===== src/rtl/serdes_mlane.sv =====
// serdes_mlane: multi-lane serialiser/deserialiser with start strobe, per-lane even parity and loopback
module serdes_mlane #(
  parameter int DATA_W    = 32,
  parameter int LANES     = 4,
  parameter int PARITY_EN = 1
) (
  input  logic              clk,
  input  logic              rst,
  input  logic [DATA_W-1:0] tx_data,
  input  logic              tx_valid,
  output logic              tx_ready,
  output logic [LANES-1:0]  ser_out,
  output logic              start_o,
  input  logic [LANES-1:0]  ser_in,
  input  logic              start_i,
  input  logic              loopback,
  output logic [DATA_W-1:0] rx_data,
  output logic              rx_valid,
  output logic              rx_err
);
  localparam int B  = DATA_W / LANES;
  localparam int F  = B + PARITY_EN;
  localparam int CW = $clog2(F + 1);
  localparam logic [CW-1:0] LAST = CW'(F - 1);

  typedef enum logic {T_IDLE, T_SEND} tx_st_t;
  typedef enum logic {R_IDLE, R_RECV} rx_st_t;

  tx_st_t              tx_st_q, tx_st_d;
  rx_st_t              rx_st_q, rx_st_d;
  logic [CW-1:0]       tx_cnt_q, tx_cnt_d, rx_cnt_q, rx_cnt_d;
  logic [LANES*F-1:0]  tx_sh_q, tx_sh_d, rx_sh_q, rx_sh_d;
  logic                start_q, start_d;
  logic [DATA_W-1:0]   rx_data_q, rx_data_d, rx_word;
  logic                rx_valid_q, rx_valid_d, rx_err_q, rx_err_d;
  logic                accept, rx_last, par_err, rx_start;
  logic [LANES-1:0]    rx_src;

  // one lane's frame: data MSB first, then the even-parity bit when enabled
  function automatic logic [F-1:0] frame(input logic [B-1:0] d);
    logic [F-1:0] r;
    r = '0;
    r[F-1 -: B] = d;
    if (PARITY_EN != 0) r[0] = ^d;
    return r;
  endfunction

  assign tx_ready = (tx_st_q == T_IDLE) || (tx_cnt_q == LAST);
  assign accept   = tx_valid && tx_ready;
  assign start_o  = start_q;
  assign rx_src   = loopback ? ser_out : ser_in;
  assign rx_start = loopback ? start_o : start_i;
  assign rx_data  = rx_data_q;
  assign rx_valid = rx_valid_q;
  assign rx_err   = rx_err_q;

  // each lane drives the MSB of its own shift register; zeros shift in so idle lines read 0
  always_comb begin
    for (int k = 0; k < LANES; k++) ser_out[k] = tx_sh_q[k*F+F-1];
  end

  // TX next state: load on accept, otherwise shift through the frame and drop back to idle
  always_comb begin
    tx_st_d  = tx_st_q;
    tx_cnt_d = tx_cnt_q;
    start_d  = 1'b0;
    tx_sh_d  = tx_sh_q << 1;
    for (int k = 0; k < LANES; k++) tx_sh_d[k*F] = 1'b0;
    if (accept) begin
      tx_st_d  = T_SEND;
      tx_cnt_d = '0;
      start_d  = 1'b1;
      for (int k = 0; k < LANES; k++) tx_sh_d[k*F +: F] = frame(tx_data[k*B +: B]);
    end else if (tx_st_q == T_SEND) begin
      tx_cnt_d = tx_cnt_q + 1'b1;
      if (tx_cnt_q == LAST) begin
        tx_st_d  = T_IDLE;
        tx_cnt_d = '0;
      end
    end
  end

  // RX next state: shift every lane in, finish the frame on its last bit and check parity
  always_comb begin
    rx_st_d  = rx_st_q;
    rx_cnt_d = rx_cnt_q;
    rx_last  = 1'b0;
    rx_sh_d  = rx_sh_q << 1;
    for (int k = 0; k < LANES; k++) rx_sh_d[k*F] = rx_src[k];
    if (rx_st_q == R_IDLE) begin
      if (rx_start) begin
        rx_st_d  = R_RECV;
        rx_cnt_d = CW'(1);
        rx_last  = (F == 1);
      end
    end else begin
      rx_cnt_d = rx_cnt_q + 1'b1;
      rx_last  = (rx_cnt_q == LAST);
    end
    if (rx_last) begin
      rx_st_d  = R_IDLE;
      rx_cnt_d = '0;
    end
    rx_word = '0;
    par_err = 1'b0;
    for (int k = 0; k < LANES; k++) begin
      rx_word[k*B +: B] = rx_sh_d[k*F+F-1 -: B];
      par_err           = par_err | (^rx_sh_d[k*F +: F]);
    end
    rx_data_d  = rx_last ? rx_word : rx_data_q;
    rx_valid_d = rx_last;
    rx_err_d   = rx_last && (PARITY_EN != 0) && par_err;
  end

  // state registers; reset aborts any frame in flight
  always_ff @(posedge clk or posedge rst) begin
    if (rst) begin
      tx_st_q    <= T_IDLE;
      tx_cnt_q   <= '0;
      tx_sh_q    <= '0;
      start_q    <= 1'b0;
      rx_st_q    <= R_IDLE;
      rx_cnt_q   <= '0;
      rx_sh_q    <= '0;
      rx_data_q  <= '0;
      rx_valid_q <= 1'b0;
      rx_err_q   <= 1'b0;
    end else begin
      tx_st_q    <= tx_st_d;
      tx_cnt_q   <= tx_cnt_d;
      tx_sh_q    <= tx_sh_d;
      start_q    <= start_d;
      rx_st_q    <= rx_st_d;
      rx_cnt_q   <= rx_cnt_d;
      rx_sh_q    <= rx_sh_d;
      rx_data_q  <= rx_data_d;
      rx_valid_q <= rx_valid_d;
      rx_err_q   <= rx_err_d;
    end
  end
endmodule

===== config.mk =====
export PLATFORM = sky130hd
export DESIGN_NAME = serdes_mlane
export DESIGN_NICKNAME = d
export VERILOG_FILES = /design/src/rtl/serdes_mlane.sv
export SDC_FILE = /design/constraint.sdc
export NUM_CORES = 1
export LEC_CHECK = 0
export CAP_MARGIN = 30
export CORE_UTILIZATION = 58
export CTS_BUF_LIST = sky130_fd_sc_hd__clkbuf_4 sky130_fd_sc_hd__clkbuf_8
export DETAILED_ROUTE_END_ITERATION = 16
export GPL_TIMING_DRIVEN = 1
export PLACE_DENSITY_LB_ADDON = 0.1
export SETUP_SLACK_MARGIN = 0.4
export SYNTH_ARGS = -nofsm -noshare
export SYNTH_HDL_FRONTEND = slang
export SYNTH_SLANG_ARGS = --single-unit

===== constraint.sdc =====
create_clock -name clk -period 8.7 [get_ports clk]
set_clock_uncertainty 0.05 [all_clocks]
set_input_delay 1.74 -clock clk [delete_from_list [all_inputs] [get_ports clk]]
set_output_delay 1.74 -clock clk [all_outputs]
set_load 0.05 [all_outputs]

==> results.py <==
metrics = {
    "synthesis": {
        "syn_area_sq_um": 4540,
        "synth_xor_xnor_area_share": 0.122,
        "postSynth.asyncResetShare": 1.00,
        "synth_compound_area_frac": 0.0234,
        "synthSimpleGateAreaFrac": 0.104,
        "synthCells": 366,
        "yosys-top-cells-area": "dfrtp_1, mux2_2, xnor2_1",
        "synth-edff-count": 0,
        "synth.area.mux_share": 0.0916,
        "synth_top_family_by_area": "XOR/XNOR gates",
        "synth_nets": 411,
        "ys_seq_area_frac": 0.623,
        "synth-seq-cells": 113,
        "synthAdderAreaFrac": 0.0110,
        "postSynthAreaPerCell_sq_um": 12.4,
        "synth_flop_cell": "dfrtp_1",
        "yosysTopAreaCellShare": 0.623,
        "synth_cell_types": 33,
        "ys.warnings.count": 0,
        "synth_largest_area_cell": "dfrtp_1",
    },
    "clocking": {
        "cts_sinks": 113,
        "cts_resized": 0,
        "worst_skew_pair.late_latency_ns": 0.41,
        "numCtsBuffers": 17,
        "clk_pin_slew_worst_paths_ns": 0.07,
        "cts_hold_buffers": 0,
        "root_buffer": "clkbuf_8",
        "cts_setup_buffers": 0,
        "cts_buffer_depth": 2,
        "cts_max_level": 4,
        "tritoncts": "done",
    },
    "detailed_routing": {
        "wl_um": 8410,
        "antenna_left": 0,
        "wl_per_cell_um": 14.9,
        "drt-pass1-iter-count": 4,
        "vias_per_cell": 4.98,
        "drt_iter0_markers": 105,
        "dr_total_vias": 2811,
        "drc": 0,
    },
    "critical_path": {
        "slowest_stage": "clkdlybuf4s50_1",
        "path_buf_inv": 2,
        "path_depth": 5,
        "cp-start-kind": "register",
        "cp_top_family": "buffers and inverters",
        "critPathMaxStageDelay_ns": 0.86,
        "path_class": "register to primary output",
        "crit_chain": "inv_1, ha_1, nand2_1, o21ai_2, clkdlybuf4s50_1",
        "cp_data_required_time_ns": 6.91,
        "worstRegToRegCells": 8,
        "critical_path.max_fanout": 7,
        "end_kind": "primary output",
        "arrival_ns": 2.20,
    },
    "layout": {
        "mostFrequentLayoutCells": "dfrtp_1, nand2_1, clkdlybuf4s50_1",
        "insertedDiodeCount": 0,
        "regArea_sq_um": 2830,
        "nets": 498,
        "nFillCells": 450,
        "multiInputGateArea_sq_um": 1600,
        "area_growth_pct": 29.3,
        "layout_commonest_cell": "dfrtp_1",
        "drive_gt1_frac": 0.159,
    },
    "floorplan": {
        "start_util": 0.612,
        "dieArea_sq_um": 8180,
        "die_x_um": 90.4,
        "die_h_um": 90.4,
        "core_area_sq_um": 7410,
        "row_count": 31,
        "ios": 81,
    },
    "sta": {
        "slew_violations": 0,
        "tightest_slew_ns": 0.734,
        "rsz0062_at_grt": "no",
        "finalHoldViolCount": 0,
        "slew_headroom": 0.511,
        "min_period_ns": 3.99,
        "max_freq_mhz": 251,
        "layout_setup_ws_ns": 4.71,
        "finalSetupViolations": 0,
        "fin_crit_sh": 0.459,
        "tns_ns": 0,
    },
    "grt": {
        "grt_max_degree": 62,
        "grt_overflow": 0,
        "antenna_found_initial": 0,
        "track_usage": 0.234,
        "grt_pass1_wl_um": 14500,
        "grt_pass1_vias": 3008,
    },
    "power_and_ir_drop": {
        "power.density_nw_per_um2": 397,
        "p_leak_nw": 2.81,
        "peakVddDrop_mv": 0.244,
    },
    "min_path": {
        "holdPathStages": 0,
        "hold_path.class": "register to register",
    },
    "place": {
        "dp_slack_ns": 4.95,
        "place_congestion": 0.768,
        "portBuffers": 80,
        "dpl.hpwl_um": 5390,
    },
    "run": {
        "cap_violations": 0,
    },
    "outcome": {
        "outcome": "finished, final reports clean",
    },
}
flip-flops by register name (all words and copies together), names as in the netlist:
name / cells
tx_sh_q: 36
tx_cnt_q: 4
tx_st_q: 1
rx_cnt_q: 4
rx_st_q: 1
rx_sh_q: 32
rx_data: 32
rx_valid: 1
rx_err: 1
start_o: 1
cell families (layout without fill, tap and decap cells):
logic type                 after synthesis  count (layout)
and+or+nand+nor                        118             118
adders and majority gates                4               4
muxes                                   37              37
xor gates and xnor gates                57              57
DFF                                    113             113
AOI/OAI and AO/OA                       15              15
buffers and inverters                   22             121
worst reg2reg max path, stage by stage, from the launching register on:
cell and delay (ns):
dfrtp_1 0.42, inv_1 0.08, ha_1 0.19, nand3b_1 0.14
or2_2 0.56, clkinv_1 0.29, buf_4 0.31, a211oi_1 0.28
a21o_1 0.12
path summary, 6_finish.rpt:
check                            start           to  slack (ns)
max                        tx_cnt_q[0]     tx_ready        4.71
min                        rx_sh_q[11]  rx_sh_q[12]        0.37
max reg2reg                rx_cnt_q[0]  rx_cnt_q[0]        6.20
min reg2reg                rx_sh_q[11]  rx_sh_q[12]        0.37
max in group asynchronous          rst  tx_sh_q[27]        5.69
min in group asynchronous          rst   tx_sh_q[0]        1.77
power breakdown:
part	switching, W	internal, W	total [W]
sequential	0.000122	0.000712	0.000834
clock	0.000201	0.000377	0.000577
combinational	0.000526	0.000389	0.000916
routing by layer:
layer	GRT usage	wire length (um)	vias up	share of wire
met1	0.306	3800	1389	0.45
li1	-	-	1343	-
met2	0.377	4150	65	0.49
met5	0	0	-	0
met3	0.0539	300	14	0.036
met4	0.0995	161	0	0.019
final cells by class:
type,instances,share of cell area
tap,99,0.0211
multi-input combinational,231,0.272
clock inverter,12,0.0363
inverter,8,0.00555
clock buffer,19,0.0435
sequential,113,0.482
timing repair buffer,82,0.139
synth_stat cells, drive strengths merged, types with 2 or more instances:
library cell / number
xnor2: 44
nand2: 102
buf: 11
mux2: 36
inv: 7
xnor3: 4
clkbuf: 3
a21o: 2
ha: 4
xor2: 9
o22ai: 2
nor2: 6
dfrtp: 113
o21ai: 5
nor2b: 2
a211oi: 2
nand2b: 2
per-stage QoR:
step | power [W] | area [sq um] | hold WS, ns | cells | utilization
2_1_floorplan | 0.00149 | 4540 | 0.343 | 366 | -
3_3_place_gp | 0.00172 | 5400 | 0.350 | 533 | 0.729
3_5_place_dp | 0.00175 | 5400 | 0.357 | 533 | 0.729
4_1_cts | 0.00235 | 5870 | 0.372 | 564 | 0.792
5_1_grt | 0.00245 | 5870 | 0.378 | 564 | 0.792
6_report | 0.00233 | 5870 | 0.372 | 564 | 0.792
(Power assumes the default switching activity.)
